===== config.mk =====
export PLATFORM = sky130hd
export DESIGN_NAME = div_sequencer
export DESIGN_NICKNAME = d
export VERILOG_FILES = /design/src/rtl/div_sequencer.sv
export SDC_FILE = /design/constraint.sdc
export NUM_CORES = 1
export LEC_CHECK = 0
export ABC_AREA = 1
export BUFFER_PORTS_ARGS = -buffer_cell sky130_fd_sc_hd__buf_2
export CORE_AREA = 2 2 73 75
export CTS_CLUSTER_SIZE = 10
export DETAILED_ROUTE_END_ITERATION = 8
export DIE_AREA = 0 0 75 77
export PLACE_DENSITY_LB_ADDON = 0.3
export RECOVER_POWER = 100
export SETUP_SLACK_MARGIN = 0.1
export SLEW_MARGIN = 20
export SYNTH_ARGS = -nofsm -noshare
export SYNTH_HDL_FRONTEND = slang
export SYNTH_SLANG_ARGS = --single-unit

===== constraint.sdc =====
create_clock -name clk -period 1.7 [get_ports clk]
set_input_delay 0.51 -clock clk [delete_from_list [all_inputs] [get_ports clk]]
set_output_delay 0.51 -clock clk [all_outputs]
set_load 0.03 [all_outputs]

===== src/rtl/div_sequencer.sv =====
// Multi-cycle restoring divider: one quotient bit per ITER cycle.
// Optional DIV_ZERO_CHECK_EN short-circuits divide-by-zero from LOAD.
module div_sequencer #(
  parameter int WIDTH = 8
) (
  input  logic             clk,
  input  logic             rst,
  input  logic             start,
  input  logic [WIDTH-1:0] dividend,
  input  logic [WIDTH-1:0] divisor,
  output logic [WIDTH-1:0] quotient,
  output logic [WIDTH-1:0] remainder,
  output logic             busy,
  output logic             done,
  output logic             dz_err
);

  localparam int CW = $clog2(WIDTH) + 1;

  typedef enum logic [1:0] {
    IDLE,
    LOAD,
    ITER,
    DONE
  } state_t;

  state_t           state_q, state_d;
  logic [CW-1:0]    cnt_q, cnt_d;
  logic [WIDTH-1:0] dvd_q, dvd_d;
  logic [WIDTH-1:0] dvs_q, dvs_d;
  logic [WIDTH:0]   prem_q, prem_d;
  logic [WIDTH-1:0] quo_q, quo_d;
  logic [WIDTH-1:0] rem_q, rem_d;
  logic             dz_q, dz_d;

  logic [WIDTH:0]   prem_sh;
  logic [WIDTH:0]   dvs_inv;
  logic [WIDTH+1:0] sum;
  logic             carry;
  logic [WIDTH:0]   prem_nx;
  logic [WIDTH-1:0] dvd_nx;
  logic             last;

  // Subtract as add of the inverted divisor with carry-in; carry-out means no borrow.
  always_comb begin
    prem_sh = {prem_q[WIDTH-1:0], dvd_q[WIDTH-1]};
    dvs_inv = ~{1'b0, dvs_q};
    sum     = {1'b0, prem_sh} + {1'b0, dvs_inv}
            + (WIDTH+2)'(1);
    carry   = sum[WIDTH+1];
    prem_nx = carry ? sum[WIDTH:0] : prem_sh;
    dvd_nx  = (dvd_q << 1) | WIDTH'(carry);
    last    = (cnt_q == CW'(WIDTH - 1));
  end

  always_comb begin
    state_d = state_q;
    cnt_d   = cnt_q;
    dvd_d   = dvd_q;
    dvs_d   = dvs_q;
    prem_d  = prem_q;
    quo_d   = quo_q;
    rem_d   = rem_q;
    dz_d    = dz_q;
    unique case (state_q)
      IDLE: begin
        if (start) begin
          state_d = LOAD;
          dvd_d   = dividend;
          dvs_d   = divisor;
        end
      end
      LOAD: begin
        prem_d  = '0;
        cnt_d   = '0;
        dz_d    = 1'b0;
        state_d = ITER;
`ifdef DIV_ZERO_CHECK_EN
        if (dvs_q == '0) begin
          state_d = DONE;
          quo_d   = '1;
          rem_d   = dvd_q;
          dz_d    = 1'b1;
        end
`endif
      end
      ITER: begin
        prem_d = prem_nx;
        dvd_d  = dvd_nx;
        cnt_d  = last ? '0 : cnt_q + CW'(1);
        if (last) begin
          state_d = DONE;
          quo_d   = dvd_nx;
          rem_d   = prem_nx[WIDTH-1:0];
        end
      end
      DONE: begin
        state_d = IDLE;
      end
      default: begin
        state_d = IDLE;
      end
    endcase
  end

  always_ff @(posedge clk or posedge rst) begin
    if (rst) begin
      state_q <= IDLE;
      cnt_q   <= '0;
      dvd_q   <= '0;
      dvs_q   <= '0;
      prem_q  <= '0;
      quo_q   <= '0;
      rem_q   <= '0;
      dz_q    <= 1'b0;
    end else begin
      state_q <= state_d;
      cnt_q   <= cnt_d;
      dvd_q   <= dvd_d;
      dvs_q   <= dvs_d;
      prem_q  <= prem_d;
      quo_q   <= quo_d;
      rem_q   <= rem_d;
      dz_q    <= dz_d;
    end
  end

  assign quotient  = quo_q;
  assign remainder = rem_q;
  assign busy      = (state_q == LOAD) || (state_q == ITER);
  assign done      = (state_q == DONE);
  assign dz_err    = done && dz_q;

endmodule


==> flow_metrics.tcl <==
set metrics [dict create \
    nNetsFinal 399 \
    multiInputGateArea_um2 1378 \
    synth_compound_area_share_pct 11.57 \
    path_class "flop to primary output" \
    p_int_mw 3.872 \
    p_leak_nw 1.667 \
    synth_seq_cells 46 \
    cts_buffers 5 \
    p_comb_share_pct 67.0 \
    synth_fa_ha_area_share_pct 6.841 \
    synth-async-reset-ratio_pct 100.0 \
    dp_hpwl_um 3834 \
    cp.required_ps 1190 \
    grt.total_usage_pct 21.85 \
    layout-drive-gt1-share_pct 34.78 \
    synth_area_per_cell_um2 8.375 \
    worst_pin_slew_ps 717.1 \
    final_core_util_pct 67.52 \
    register_area_um2 1154 \
    yosysWarnings 0 \
    vias 2180 \
    total_power_mw 7.069 \
    io_buffers 36 \
    initial_core_util_pct 49.97 \
    max_freq_ghz 0.5891 \
    synth_top_family_by_area "simple AND/OR/NAND/NOR gates" \
    cts_buffer_depth 2 \
    synth_cell_type_count 34 \
    via_per_inst 4.977 \
    muxShareOfSynthArea_pct 0 \
    die_w_um 75 \
    drv_cap 0 \
    syn_nets 329 \
    worst-path-max-fanout 3 \
    synth_top_area_cell "dfrtp_1" \
    skew_ps 11.82 \
    io_pins 38 \
    ys.flop_type "dfrtp_1" \
    yosys.area_share.xor_xnor_pct 1.761 \
    grt_max_degree 30 \
    syn_inst 297 \
    status "finished, final reports clean" \
    slew_violations 0 \
    drcViolationCount 0 \
    synth_common_cells "nand2_1, dfrtp_1, inv_1, o21ai_0, ha_1" \
    rsz0062_at_grt "yes" \
    routed_wirelength_um 5880 \
    overflow 0 \
    synth_most_common_cell "nand2_1" \
    cts.htree.levels 2 \
    sequentialPowerShare_pct 22.9 \
    yosysSeqAreaShare_pct 46.28 \
    diodes 0 \
    hold_buffers 0 \
    die_h_um 77 \
    globalplace.congestion 0.8353 \
    drt_iter0_drc 71 \
    swShare_pct 45.22 \
    max-vdd-ir-drop_v 0.001149 \
    fin_crit_sh_pct 99.85 \
    grt_pass1_wl_um 9673 \
    synth_edf_count 0 \
    rows 26 \
    insertion_delay_ps 300 \
    cp.arrival_ps 1190 \
    grt_pass1_vias 2202 \
    fillCellCount 412 \
    cts.clk_slew.worst_paths_ps 90 \
    firstDrtPassIters 4 \
    power_density_nw_per_um2 2103 \
    yosys.area_share.simple_pct 25.20 \
    fin_crit_ps 1697 \
    p_sw_mw 3.197 \
    tritoncts "yes" \
    clockPowerShare_pct 10.1 \
    wl_per_cell_um 13.42 \
    syn-cell-area_um2 2487 \
    hold_viol 0 \
    dpl_worst_slack_ps -37.21 \
    hold_path.class "input pin to asynchronous set/reset pin" \
    drtAntennaViolNets 0 \
    clock-sinks 46 \
    setup_viol 0 \
    crit_path_end_kind "primary output" \
    syn2layout_area_growth_pct 35.11 \
    relSlewSlack_pct 52.14 \
    postLayoutSetupSlackWorst_ps 2.617 \
    critPathLaunchType "flop" \
    coreArea_um2 4977 \
    synth_top_area_share_pct 46.28 \
    setup_tns_ps 0 \
    synthTopCellsByArea "dfrtp_1, nand2_1, ha_1" \
    root_buffer "clkbuf_8" \
    antenna_found_initial 0 \
    fp.dieArea_um2 5775 \
]
[final timing paths]
path	depth (start not counted)	end	start	slack (ps)
max	3	busy	state_q[0]$_DFFE_PP0P_	3
min	2	dvs_q[5]$_DFFE_PP0P_	rst	310
max reg2reg	9	prem_q[6]$_DFFE_PP0P_	prem_q[5]$_DFFE_PP0P_	10
min reg2reg	2	quotient[0]$_DFFE_PP0P_	quotient[0]$_DFFE_PP0P_	470
max in group asynchronous	3	prem_q[4]$_DFFE_PP0P_	rst	780
min in group clk	3	dvs_q[4]$_DFFE_PP0P_	divisor[4]	410
[per-layer routing]
layer  up-vias  share of wire (%)  global-route usage (%)
met5         -                  0                       0
met2        40                 53                   36.58
met1      1042                 43                   27.26
li1       1086                  -                       -
met4         0                2.0                   8.036
met3        12                2.8                   4.468
[cell families (layout without fill, tap and decap cells)]
group | count (synthesis) | after routing
adders and majority gates | 13 | 13
other | 1 | 1
DFF | 46 | 46
AOI/OAI and AO/OA | 48 | 48
buffers and inverters | 49 | 119
xor gates and xnor gates | 5 | 5
and+or+nand+nor | 135 | 136
[per-stage QoR]
stage	std cells	hold slack [ps]	instance area, um^2
floorplan	297	452.8	2566
global placement	404	457.9	2867
detailed placement	404	460.8	2867
CTS	430	190.3	3227
global route	438	371.5	3361
finish	438	309.3	3361
[registers in the layout, indices dropped and copies added (netlist names)]
signal	count
remainder	8
cnt_q	4
quotient	8
dvs_q	8
prem_q	8
state_q	2
dvd_q	8
[placed cells by master (no fill, tap or decap), types with 2 or more instances in the layout]
| cell | instances |
|---|---|
| a21oi_1 | 7 |
| buf_12 | 2 |
| buf_2 | 18 |
| buf_4 | 25 |
| buf_6 | 10 |
| clkbuf_1 | 17 |
| clkbuf_8 | 6 |
| dfrtp_1 | 44 |
| dfrtp_2 | 2 |
| ha_1 | 2 |
| ha_4 | 10 |
| inv_1 | 26 |
| inv_2 | 12 |
| nand2_1 | 82 |
| nand2_2 | 14 |
| nand2_4 | 5 |
| nand3_1 | 7 |
| nand3_2 | 5 |
| nand3_4 | 3 |
| nand3b_1 | 2 |
| nand4_1 | 8 |
| nor2_1 | 2 |
| nor2_4 | 3 |
| o211ai_1 | 7 |
| o21ai_0 | 17 |
| o21ai_1 | 10 |
| o21ai_2 | 2 |
| or2_2 | 2 |
| xnor2_1 | 2 |
| xor2_1 | 2 |
[power groups by stage]
| stage | Clock (mW) | Combinational (mW) | Sequential, mW |
|---|---|---|---|
| final | 0.713 | 4.73 | 1.62 |
| after global routing | 0.775 | 5.18 | 1.66 |
| after CTS | 0.730 | 4.15 | 1.60 |
| after detailed placement | 0 | 3.30 | 1.62 |
| after global placement | 0 | 3.25 | 1.60 |
| after floorplan | 0 | 2.68 | 1.58 |
[critical path: stages (launching register included)]
cell and delay, ps:
dfrtp_1 410, inv_2 80, ha_4 280, buf_6 120
[what timing repair did]
item	4_1_cts	5_1_grt
resized for setup	37	29
buffers inserted	17	8
cloned	1	0
endpoints found under the hold margin	0	0
pin swaps	14	26
setup endpoints to repair	26	34
[cell type report]
type                            count  share of cell area [%]
Multi-Input combinational cell    203                   40.99
Sequential cell                    46                   34.33
Timing Repair Buffer               71                   14.59
Inverter                           40                   4.654
Tap cell                           70                   2.606
Clock buffer                        7                   2.569
Clock inverter                      1                  0.2606
Power figures use the tool's default switching activity.
